===== src/rtl/seq_detector_param.sv =====
// Parametrised serial pattern detector with runtime pattern reload and overlap select.
// Optional saturating match counter enabled by defining SEQ_DET_COUNT_EN.
module seq_detector_param #(
  parameter int                   PATTERN_W   = 4,
  parameter logic [PATTERN_W-1:0] PATTERN_RST = 4'b1011,
  parameter int                   CNT_W       = 8
) (
  input  logic                 clk,
  input  logic                 reset_i,
  input  logic                 in_valid_i,
  input  logic                 in_i,
  input  logic                 overlap_i,
  input  logic                 pattern_load_i,
  input  logic [PATTERN_W-1:0] pattern_i,
  output logic                 detected_o,
  output logic                 armed_o,
  output logic [CNT_W-1:0]     match_count_o
);

  localparam int                FILL_W    = $clog2(PATTERN_W + 1);
  localparam logic [FILL_W-1:0] FILL_FULL = FILL_W'(PATTERN_W);

  function automatic logic [FILL_W-1:0] sat_inc_fill(input logic [FILL_W-1:0] v);
    if (v == FILL_FULL) return v;
    else                return v + FILL_W'(1);
  endfunction

  logic [PATTERN_W-1:0] pattern_q, pattern_d;
  logic [PATTERN_W-1:0] hist_q, hist_d;
  logic [FILL_W-1:0]    fill_q, fill_d;
  logic                 det_q, det_d;
  logic                 armed_q, armed_d;

  // Match is judged on next-state history/fill so the pulse lands one cycle after the final bit.
  always_comb begin
    pattern_d = pattern_q;
    hist_d    = hist_q;
    fill_d    = fill_q;
    det_d     = 1'b0;
    if (pattern_load_i) begin
      pattern_d = pattern_i;
      fill_d    = '0;
    end else if (in_valid_i) begin
      hist_d = {hist_q[PATTERN_W-2:0], in_i};
      fill_d = sat_inc_fill(fill_q);
      det_d  = (hist_d == pattern_q) && (fill_d == FILL_FULL);
      if (det_d && !overlap_i) fill_d = '0;
    end
    armed_d = (fill_d == FILL_FULL);
  end

  always_ff @(posedge clk) begin
    if (reset_i) begin
      pattern_q <= PATTERN_RST;
      hist_q    <= '0;
      fill_q    <= '0;
      det_q     <= 1'b0;
      armed_q   <= 1'b0;
    end else begin
      pattern_q <= pattern_d;
      hist_q    <= hist_d;
      fill_q    <= fill_d;
      det_q     <= det_d;
      armed_q   <= armed_d;
    end
  end

  assign detected_o = det_q;
  assign armed_o    = armed_q;

`ifdef SEQ_DET_COUNT_EN
  function automatic logic [CNT_W-1:0] sat_inc_cnt(input logic [CNT_W-1:0] v);
    if (&v) return v;
    else    return v + CNT_W'(1);
  endfunction

  logic [CNT_W-1:0] cnt_q, cnt_d;

  // Counts alongside the detect register so the count and pulse update on the same edge.
  always_comb begin
    cnt_d = cnt_q;
    if (det_d) cnt_d = sat_inc_cnt(cnt_q);
  end

  always_ff @(posedge clk) begin
    if (reset_i) cnt_q <= '0;
    else         cnt_q <= cnt_d;
  end

  assign match_count_o = cnt_q;
`else
  assign match_count_o = '0;
`endif

endmodule


===== config.mk =====
export PLATFORM = sky130hd
export DESIGN_NAME = seq_detector_param
export DESIGN_NICKNAME = d
export VERILOG_FILES = /design/src/rtl/seq_detector_param.sv
export SDC_FILE = /design/constraint.sdc
export NUM_CORES = 1
export LEC_CHECK = 0
export ABC_AREA = 1
export BUFFER_PORTS_ARGS = -buffer_cell sky130_fd_sc_hd__buf_2
export CORE_MARGIN = 5
export CORE_UTILIZATION = 31
export CTS_CLUSTER_DIAMETER = 30
export DETAILED_ROUTE_END_ITERATION = 12
export PLACE_DENSITY = 0.56
export SLEW_MARGIN = 20
export SYNTH_ARGS = -nofsm -noshare
export SYNTH_HDL_FRONTEND = slang
export SYNTH_SLANG_ARGS = --single-unit

===== constraint.sdc =====
create_clock -name clk -period 2 [get_ports clk]
set_input_delay 0.3 -clock clk [delete_from_list [all_inputs] [get_ports clk]]
set_output_delay 0.3 -clock clk [all_outputs]
set_load 0.05 [all_outputs]

==> metrics, run 1 <==
Crit-path slowest cell sky130_fd_sc_hd__dfxtp_1; final weighted congestion of routability-driven global placement 0.836; cell total after placement 145; width of the chip 57.7 um; type of origin of the critical path register; fraction of final layout cells sized beyond drive strength 1 21.5%; Pins Over Slew Limit 0; number of nets in the layout 134; vias after detailed routing 628; arrival time of data at the critical path endpoint 1.56 ns; total of warnings raised by yosys 0; final count of negative-setup-slack endpoints 0; slack of the worst reg-to-reg path 0.62 ns; mapped cell area 706 um^2; endpoint class of the critical path register; unrepaired setup endpoints after global routing false; die area 0.00333 mm^2; Clk Latency, worst-skew pair 0.27 ns; count of filler cells inserted in the layout 243; ratio of final minimum period to clock period 69.2%; TritonCTS clock tree built; clock root buffer sky130_fd_sc_hd__clkbuf_4; DRT antenna net count 0; overall power 0.570 mW; IR drop worst, VDD 313 uV; initial standard-cell utilization of the core 32.2%; Synth Flop Type sky130_fd_sc_hd__dfxtp_1; result of the run finished clean; Worst path top cell family by delay simple AND/OR/NAND/NOR gates; biggest cell delay along the critical path 0.38 ns; Initial DRT Pass Iterations 2; Total Wirelength 1380 um; count of flip-flops with a built-in enable after synthesis 0; total CTS buffers 3; Worst Setup Path Type reg2reg; number of max-cap violations 0; via count of the first global-routing pass 512; top-level port count 20; GR Overflow Total 0; number of buffers inserted for hold repair after clock tree synthesis 0; std cell rows 17; Storage cell area 240 um^2; Min Clock Period, post-route 1.38 ns; clock transition at the register clock pins on the worst setup and hold paths after CTS 0.08 ns; P&R area growth vs syn 13.1%; cell area after placement 762 um^2; Post-Syn Instances 107; fraction of post-synthesis cell area in the top cell type by area 34.0%; share of synthesized flip-flops with an asynchronous set or reset 0%; CTS-repair resized insts 0; cells taking the most area after synthesis sky130_fd_sc_hd__dfxtp_1 (34%), sky130_fd_sc_hd__nand2_1 (13%), sky130_fd_sc_hd__buf_4 (8.5%), sky130_fd_sc_hd__inv_1 (7.4%), sky130_fd_sc_hd__o21ai_0 (6.4%); clock sinks 12; maximum clock frequency 723 MHz; Inserted Diodes 0; number of unique standard cell types used by synthesis 18; final routed DRC violation total 0; final std cells w/o fill 149; wire length of the first global-routing pass 2010 um; data required time at the worst endpoint 2.17 ns; aggregate negative setup slack 0 ns; sequential cell area fraction in the yosys report 34.0%; largest net degree at the start of global routing 9; Post-CTS Setup Repair Bufs 0; DR vias/cell 4.21; post-route cell area 798 um^2; hpwl dp 1110 um; number of buffers and inverters on the critical path 3; cell type contributing the most total cell area after synthesis sky130_fd_sc_hd__dfxtp_1; number of hold-slack violations in the final timing report 0; H-tree level count 1; antenna violations before repair 0; DRC violation total after the first TritonRoute iteration 5; Leakage Power 0.419 nW; Die Ht 57.7 um; footprint of the multi-input gates 364 um^2; worst min path class in2reg; number of synthesized register bits 12; highest fanout seen on the critical path 3; average wire per cell in the routed design 9.25 um; GRT Overall Usage 7.84%; critical path, cell by cell inv_2 > ha_1 > inv_1 > nand3_1 > nor2_1 > nand3_1 > nand2_1 > nand2_1 > nand2_2 > inv_1; power density over the cells 714 mW/mm^2; Post-Route Skew 0.00604 ns; mean area per synthesized cell 6.60 um^2; Placeable Area 0.00219 mm^2; number of buffer cells added on primary ports 11; maximum clock path buffer count 2
[final timing paths]
check / from / end / cells past startpoint
min: pattern_i[3] / pattern_q[3] / 3
min reg2reg: hist_q[1] / hist_q[2] / 2
max: fill_q[0] / fill_q[2] / 10
max reg2reg: fill_q[0] / fill_q[2] / 10
[registers in the layout, summed over array words and instances, names as in the netlist]
name	count
pattern_q	4
hist_q	3
armed_o	1
detected_o	1
fill_q	3
[cell usage after synthesis, drive strengths merged, types with 2 or more instances]
cell type	instances
buf	8
dfxtp	12
nor2	16
inv	18
o21ai	10
ha	2
nand3	4
a21oi	7
nand2	25
[area by class of cell]
type                    instances  share of cell area (%)
clock buffers                   4                    4.55
repair buffers                 11                    6.90
flip-flops and latches         12                    30.1
multi-input cells              76                    45.6
inverters                      18                    8.46
well taps                      28                    4.39
[metal layers]
layer  vias to the layer above  wire, um  GRT usage (%)
li1                        344         -              -
met5                         -         0              0
met1                       265       652           9.36
met4                         0        28           4.97
met2                        17       604           12.7
met3                         2        92           1.56
[cell families after synthesis]
family          count (synthesis)  synth area share [%]
simple gates                   47                  29.4
fa+ha+maj                       2                  3.55
flops                          12                  34.0
other cells                     1                 0.531
compound gates                 18                  13.1
xor+xnor                        1                  1.24
buf+inv                        26                  18.1
[power breakdown]
group	switching, mW	internal, mW	total [mW]
sequential	0.0108	0.251	0.262
combinational	0.0822	0.0307	0.113
clock	0.0850	0.111	0.196
total	0.178	0.392	0.570
[layout by cell type, fill, tap and decap left out, types with 2 or more instances in the layout]
cell	synthesis	layout
sky130_fd_sc_hd__a21oi_1	7	7
sky130_fd_sc_hd__buf_2	0	11
sky130_fd_sc_hd__clkbuf_4	0	3
sky130_fd_sc_hd__conb_1	1	8
sky130_fd_sc_hd__dfxtp_1	12	12
sky130_fd_sc_hd__ha_1	2	2
sky130_fd_sc_hd__inv_1	14	14
sky130_fd_sc_hd__inv_2	4	4
sky130_fd_sc_hd__nand2_1	24	24
sky130_fd_sc_hd__nand3_1	4	4
sky130_fd_sc_hd__nor2_1	11	11
sky130_fd_sc_hd__nor2_2	5	5
sky130_fd_sc_hd__o21ai_0	9	9
[worst register-to-register path, delay by kind of cell, from the launching register on]
kind / cells / cell delay [ns]
AND/OR/NAND/NOR: 6 / 0.43
flip-flops: 1 / 0.38
adder cells (fa/ha/maj): 1 / 0.32
buffers and inverters: 3 / 0.16
[stage by stage]
step	hold slack, ns	setup WS (ns)	util, %
2_1_floorplan	0.372	0.719	-
3_3_place_gp	0.483	0.660	34.8
3_5_place_dp	0.498	0.635	34.8
4_1_cts	0.225	0.610	36.4
5_1_grt	0.228	0.517	36.4
6_report	0.225	0.616	36.4
Note: power is estimated with default switching activity, not from simulation.
==> run 2: changes to the inputs <==
--- a/config.mk
+++ b/config.mk
@@ -11,7 +11,7 @@
 export CORE_UTILIZATION = 31
 export CTS_CLUSTER_DIAMETER = 30
 export DETAILED_ROUTE_END_ITERATION = 12
-export PLACE_DENSITY = 0.56
+export PLACE_DENSITY = 0.58
 export SLEW_MARGIN = 20
 export SYNTH_ARGS = -nofsm -noshare
 export SYNTH_HDL_FRONTEND = slang
==> constraint.sdc (replaced) <==
create_clock -name clk -period 1.11 [get_ports clk]
set_input_delay 0.1665 -clock clk [delete_from_list [all_inputs] [get_ports clk]]
set_output_delay 0.1665 -clock clk [all_outputs]
set_load 0.05 [all_outputs]
==> run 2 against run 1 <==
Against the previous run: the run now ends with negative setup slack left; hold slack lost 0.13 ns; register-to-register slack lost 0.79 ns; sequential power grew 80%; worst setup slack lost 0.79 ns; critical path depth is the same; via count grew 1.6%; sequential share of layout area shrank 1.9 points; global-route usage grew 1.6 points; die area is the same; non-clock buffer count grew 3; clock skew is essentially flat; critical path type unchanged; largest cell class unchanged; highest routed layer unchanged.
==> metrics, run 2 (synthesized netlist as in run 1, its figures left out) <==
Total Wirelength 1450 um (was 1380 um); post-route cell area 862 um^2 (was 798 um^2); Post-Route Skew 0.00557 ns (was 0.00604 ns); unrepaired setup endpoints after global routing true (was false); clock transition at the register clock pins on the worst setup and hold paths after CTS 0.08 ns (about the same); number of hold-slack violations in the final timing report 0 (unchanged); cell area after placement 792 um^2 (was 762 um^2); top-level port count 20 (unchanged); top flop regs pattern_q (4), fill_q (3), hist_q (3) (unchanged); final std cells w/o fill 152 (was 149); GR Overflow Total 0 (unchanged); arrival time of data at the critical path endpoint 1.47 ns (was 1.56 ns); Inserted Diodes 0 (unchanged); most common cell after layout, fill and taps aside sky130_fd_sc_hd__nand2_1 (unchanged); die area 0.00333 mm^2 (unchanged); std cell rows 17 (unchanged); cell total after placement 147 (was 145); IR drop worst, VDD 626 uV (was 313 uV); number of buffers inserted for hold repair after clock tree synthesis 0 (unchanged); endpoint class of the critical path register (unchanged); number of nets in the layout 137 (was 134); H-tree level count 1 (unchanged); largest net degree at the start of global routing 9 (unchanged); aggregate negative setup slack -0.485 ns (was 0 ns); Hold Slack 0.0980 ns (was 0.225 ns); TritonCTS clock tree built (unchanged); ratio of final minimum period to clock period 116% (was 69.2%); power density over the cells 1220 mW/mm^2 (was 714 mW/mm^2); worst min path class in2reg (unchanged); type of origin of the critical path register (unchanged); worst setup path endpoint fill_q[2] (unchanged); r2r endpoint fill_q[2] (unchanged); P&R area growth vs syn 22.2% (was 13.1%); maximum clock path buffer count 2 (unchanged); average wire per cell in the routed design 9.55 um (was 9.25 um); smallest setup slack after layout -0.178 ns (was 0.616 ns); Crit-path slowest cell sky130_fd_sc_hd__dfxtp_2 (was sky130_fd_sc_hd__dfxtp_1); violations in the final reports negative setup slack; maximum clock frequency 776 MHz (was 723 MHz); DRC violation total after the first TritonRoute iteration 9 (was 5); width of the chip 57.7 um (unchanged); biggest cell delay along the critical path 0.36 ns (was 0.38 ns); slack of the worst reg-to-reg path -0.18 ns (was 0.62 ns); DR vias/cell 4.20 (was 4.21); Biggest register pattern_q (unchanged); highest-count cells in the layout ignoring fill and taps sky130_fd_sc_hd__nand2_1 (21), sky130_fd_sc_hd__inv_1 (12), sky130_fd_sc_hd__nor2_1 (11), sky130_fd_sc_hd__buf_2 (11), sky130_fd_sc_hd__dfxtp_1 (10) (was sky130_fd_sc_hd__nand2_1 (24), sky130_fd_sc_hd__inv_1 (14), sky130_fd_sc_hd__dfxtp_1 (12)); GRT Overall Usage 9.43% (was 7.84%); worst setup slack after placement -0.122 ns (was 0.635 ns); Leakage Power 0.436 nW (was 0.419 nW); wire length of the first global-routing pass 2350 um (was 2010 um); total CTS buffers 3 (unchanged); final count of negative-setup-slack endpoints 4 (was 0); vias after detailed routing 638 (was 628); Clk Latency, worst-skew pair 0.28 ns (was 0.27 ns); utilization after layout 39.3% (was 36.4%); highest fanout seen on the critical path 3 (unchanged); fraction of final layout cells sized beyond drive strength 1 31.5% (was 21.5%); startpoint of the most critical setup path fill_q[0] (unchanged); overall power 1.05 mW (was 0.570 mW); result of the run finished, violations left (was finished clean); depth of the worst register-to-register path 10 (unchanged); hpwl dp 1160 um (was 1110 um); number of buffer cells added on primary ports 11 (unchanged); final weighted congestion of routability-driven global placement 0.737 (was 0.836); Die Ht 57.7 um (unchanged); number of buffers and inverters on the critical path 3 (unchanged); DRT antenna net count 0 (unchanged); critical path depth 10 (unchanged); via count of the first global-routing pass 561 (was 512); flip-flop count of the largest register, all copies and words added 4 (unchanged); critical path, cell by cell inv_2 > ha_4 > inv_2 > nand3_2 > nor2_1 > nand3_1 > nand2_1 > nand2_1 > nand2_2 > inv_1 (was inv_2 > ha_1 > inv_1 > nand3_1 > nor2_1 > nand3_1 > nand2_1 > nand2_1 > nand2_2 > inv_1); Initial DRT Pass Iterations 2 (unchanged); initial standard-cell utilization of the core 32.2% (unchanged); clock root buffer sky130_fd_sc_hd__clkbuf_4 (unchanged); clock sinks 12 (unchanged); number of max-cap violations 0 (unchanged); antenna violations before repair 0 (unchanged); reg2reg start fill_q[0] (unchanged); data required time at the worst endpoint 1.29 ns (was 2.17 ns); Placeable Area 0.00219 mm^2 (unchanged); Worst Setup Path Type reg2reg (unchanged); Worst path top cell family by delay simple AND/OR/NAND/NOR gates (unchanged); Pins Over Slew Limit 0 (unchanged); Min Clock Period, post-route 1.29 ns (was 1.38 ns); final routed DRC violation total 0 (unchanged)
## run 2: area by class of cell
| type | instances | area, um^2 |
|---|---|---|
| well taps | 28 | 35.0 |
| flip-flops and latches | 12 | 243 |
| inverters | 18 | 67.6 |
| multi-input cells | 76 | 403 |
| fillers | 234 | 1330 |
| clock buffers | 4 | 36.3 |
| repair buffers | 14 | 77.6 |
## run 2: how the worst min path moves through the flow
stage	startpoint	end	slack, ns	depth (start not counted)
after detailed placement	pattern_i[3]	pattern_q[3]	0.38	3
after floorplan	reset_i	fill_q[0]	0.23	1
final	pattern_i[3]	pattern_q[3]	0.1	3
after global routing	pattern_i[3]	pattern_q[3]	0.11	3
after CTS	pattern_i[1]	pattern_q[1]	0.09	3
after global placement	pattern_i[3]	pattern_q[3]	0.38	3
## run 2: worst register-to-register path, stage by stage (launching register included)
cell and delay, ns:
sky130_fd_sc_hd__dfxtp_2 0.36, sky130_fd_sc_hd__inv_2 0.06, sky130_fd_sc_hd__ha_4 0.24, sky130_fd_sc_hd__inv_2 0.05
sky130_fd_sc_hd__nand3_2 0.07, sky130_fd_sc_hd__nor2_1 0.11, sky130_fd_sc_hd__nand3_1 0.07, sky130_fd_sc_hd__nand2_1 0.07
sky130_fd_sc_hd__nand2_1 0.06, sky130_fd_sc_hd__nand2_2 0.07, sky130_fd_sc_hd__inv_1 0.04
## run 2: what timing repair did
item / in CTS / in global routing
resized for setup: 0 / 6
endpoints found under the setup margin: 4 / 5
pin swaps: 0 / 9
cloned: 0 / 0
buffers inserted: 1 / 0
## run 2: layer usage
layer | share of wire (%) | routed length [um] | vias to the layer above | global-route usage, %
met5 | 0 | 0 | - | 0
met4 | 1.5 | 22 | 0 | 5.96
met3 | 7.1 | 103 | 4 | 3.12
met2 | 46 | 661 | 15 | 13.5
met1 | 46 | 662 | 268 | 12.0
li1 | - | - | 351 | -
## run 2: power by group
| group | leakage (nW) | internal [mW] | switching, mW | total [mW] |
|---|---|---|---|---|
| Combinational | 0.315 | 0.0671 | 0.158 | 0.226 |
| Clock | 0.0210 | 0.199 | 0.156 | 0.355 |
| Sequential | 0.0996 | 0.453 | 0.0190 | 0.472 |
==> run 3: changes to the inputs <==
--- a/config.mk
+++ b/config.mk
@@ -7,11 +7,16 @@
 export LEC_CHECK = 0
 export ABC_AREA = 1
 export BUFFER_PORTS_ARGS = -buffer_cell sky130_fd_sc_hd__buf_2
+export CELL_PAD_IN_SITES_DETAIL_PLACEMENT = 1
+export CELL_PAD_IN_SITES_GLOBAL_PLACEMENT = 2
+export CORE_ASPECT_RATIO = 0.5
 export CORE_MARGIN = 5
-export CORE_UTILIZATION = 31
+export CORE_UTILIZATION = 23
 export CTS_CLUSTER_DIAMETER = 30
 export DETAILED_ROUTE_END_ITERATION = 12
-export PLACE_DENSITY = 0.58
+export GPL_ROUTABILITY_DRIVEN = 0
+export PLACE_DENSITY = 0.76
+export SKIP_CTS_REPAIR_TIMING = 1
 export SLEW_MARGIN = 20
 export SYNTH_ARGS = -nofsm -noshare
 export SYNTH_HDL_FRONTEND = slang
==> run 3 against run 2 <==
Against the previous run: largest cell class unchanged; global-route usage is 0.39 points lower; maximum frequency is 1.8% higher; critical path depth stayed put; the flow still finishes with violations (negative setup slack); first-iteration DRC count is 89% higher.
==> metrics, run 3 (synthesized netlist as in run 1, its figures left out) <==
Hold Crit Start pattern_i[1] (was pattern_i[3]); largest net degree at the start of global routing 9 (unchanged); Pins Over Slew Limit 0 (unchanged); Biggest register pattern_q (unchanged); ratio of final minimum period to clock period 114% (was 116%); top flop regs pattern_q (4), fill_q (3), hist_q (3) (unchanged); hpwl dp 1420 um (was 1160 um); unrepaired setup endpoints after global routing true (unchanged); violations in the final reports negative setup slack (unchanged); average wire per cell in the routed design 10.4 um (was 9.55 um); number of hold-slack violations in the final timing report 0 (unchanged); Clk Latency, worst-skew pair 0.24 ns (was 0.28 ns); type of origin of the critical path register (unchanged); Met2 Routed Length 857 um (was 661 um); top layer used by detailed routing met4 (unchanged); maximum clock frequency 790 MHz (was 776 MHz); Die Ht 49.2 um (was 57.7 um); Leakage Power 0.479 nW (was 0.436 nW); final count of negative-setup-slack endpoints 4 (unchanged); clock share of power 40.0% (was 33.7%); met3 WL 81 um (was 103 um); highest-count cells in the layout ignoring fill and taps sky130_fd_sc_hd__nand2_1 (21), sky130_fd_sc_hd__inv_1 (12), sky130_fd_sc_hd__buf_2 (11) (was sky130_fd_sc_hd__nand2_1 (21), sky130_fd_sc_hd__inv_1 (12), sky130_fd_sc_hd__nor2_1 (11), sky130_fd_sc_hd__buf_2 (11), sky130_fd_sc_hd__dfxtp_1 (10)); Initial DRT Pass Iterations 2 (unchanged); die area 0.00434 mm^2 (was 0.00333 mm^2); DRT antenna net count 0 (unchanged); Internal Pwr Total 0.852 mW (was 0.719 mW); result of the run finished, violations left (unchanged); via count of the first global-routing pass 695 (was 561); final routed DRC violation total 0 (unchanged); DR vias/cell 4.04 (was 4.20); GRT Overall Usage 9.04% (was 9.43%); switching pwr 0.353 mW (was 0.333 mW); flip-flop count of the largest register, all copies and words added 4 (unchanged); width of the chip 88.3 um (was 57.7 um); H-tree level count 1 (unchanged); number of nets in the layout 144 (was 137); Inserted Diodes 0 (unchanged); endpoint class of the critical path register (unchanged); P&R area growth vs syn 34.8% (was 22.2%); std cell rows 14 (was 17); arrival time of data at the critical path endpoint 1.41 ns (was 1.47 ns); reg2reg start fill_q[0] (unchanged); post-route cell area 951 um^2 (was 862 um^2); DRC violation total after the first TritonRoute iteration 17 (was 9); fraction of power spent switching nets 29.3% (was 31.6%); power share of the sequential group 39.3% (was 44.8%); top-level port count 20 (unchanged); clock root buffer sky130_fd_sc_hd__clkbuf_8 (was sky130_fd_sc_hd__clkbuf_4); aggregate negative setup slack -0.329 ns (was -0.485 ns); overall power 1.20 mW (was 1.05 mW); number of max-cap violations 0 (unchanged); initial standard-cell utilization of the core 23.7% (was 32.2%); fraction of final layout cells sized beyond drive strength 1 36.6% (was 31.5%); TritonCTS clock tree built (unchanged); data required time at the worst endpoint 1.25 ns (was 1.29 ns); IR drop worst, VDD 316 uV (was 626 uV); worst setup slack after placement -0.172 ns (was -0.122 ns); Worst Setup Path Type reg2reg (unchanged); Placeable Area 0.00298 mm^2 (was 0.00219 mm^2); Min Clock Period, post-route 1.27 ns (was 1.29 ns); smallest setup slack after layout -0.156 ns (was -0.178 ns); Post-Route Skew 0.00230 ns (was 0.00557 ns); most common cell after layout, fill and taps aside sky130_fd_sc_hd__nand2_1 (unchanged); highest fanout seen on the critical path 3 (unchanged); GR Overflow Total 0 (unchanged); power density over the cells 1270 mW/mm^2 (was 1220 mW/mm^2); startpoint of the most critical setup path fill_q[0] (unchanged); total CTS buffers 3 (unchanged); vias after detailed routing 690 (was 638); Total Wirelength 1780 um (was 1450 um); count of filler cells inserted in the layout 396 (was 234); wire length of the first global-routing pass 2970 um (was 2350 um); maximum clock path buffer count 2 (unchanged); number of buffer cells added on primary ports 11 (unchanged); cell area after placement 852 um^2 (was 792 um^2); clock sinks 12 (unchanged); wire length on met1 817 um (was 662 um); worst min path class in2reg (unchanged); antenna violations before repair 0 (unchanged); clock transition at the register clock pins on the worst setup and hold paths after CTS 0.06 ns (was 0.08 ns); proportion of power drawn by combinational gates 20.6% (was 21.4%)
run 3: cell types whose count changed in the layout (fill, tap and decap cells not counted), sizes merged:
| cell | previous run | this run |
|---|---|---|
| buf | 14 | 21 |
run 3: metal layers:
layer	track usage [%]	up-vias
li1	-	362
met5	0	-
met3	3.54	2
met1	10.5	312
met2	14.8	14
met4	3.77	0
run 3: through the flow:
stage | cells | hold slack, ns | utilization (%)
final | 171 | 0.136 | 31.9
after global routing | 171 | 0.136 | 31.9
after CTS | 169 | 0.131 | 30.5
after detailed placement | 165 | 0.386 | 28.6
after global placement | 165 | 0.383 | 28.6
after floorplan | 114 | 0.231 | -
run 3: worst max-delay path, cell delays in order, from the launching register on:
cell and delay, ns:
sky130_fd_sc_hd__dfxtp_2 0.35, sky130_fd_sc_hd__ha_2 0.20, sky130_fd_sc_hd__nand2_1 0.07, sky130_fd_sc_hd__nand2_2 0.08, sky130_fd_sc_hd__nor2_4 0.04, sky130_fd_sc_hd__nor2_1 0.10
sky130_fd_sc_hd__nand3_1 0.07, sky130_fd_sc_hd__nand2_1 0.08, sky130_fd_sc_hd__nand2_1 0.06, sky130_fd_sc_hd__nand2_2 0.08, sky130_fd_sc_hd__inv_1 0.04
run 3: path summary, 6_finish.rpt:
check	end	slack, ns	cells after the start
worst max-delay path	fill_q[2]	-0.16	10
worst min-delay path	pattern_q[1]	0.14	3
worst max register to register	fill_q[2]	-0.16	10
worst min register to register	hist_q[2]	0.50	2
run 3: layout make-up:
type / count / area, um^2 / share of cell area [%]
clock buffer: 4 / 55.1 / 5.79
inverter: 18 / 67.6 / 7.11
sequential: 12 / 244 / 25.7
multi-input combinational: 76 / 404 / 42.5
tap: 40 / 50.0 / 5.26
timing repair buffer: 21 / 130 / 13.7
run 3: power groups by stage:
| stage | logic (mW) | clock network [mW] | registers, mW |
|---|---|---|---|
| 3_3_place_gp | 0.236 | 0 | 0.482 |
| 2_1_floorplan | 0.181 | 0 | 0.482 |
| 5_1_grt | 0.277 | 0.533 | 0.477 |
| 4_1_cts | 0.239 | 0.504 | 0.473 |
| 6_report | 0.249 | 0.482 | 0.474 |
| 3_5_place_dp | 0.238 | 0 | 0.482 |
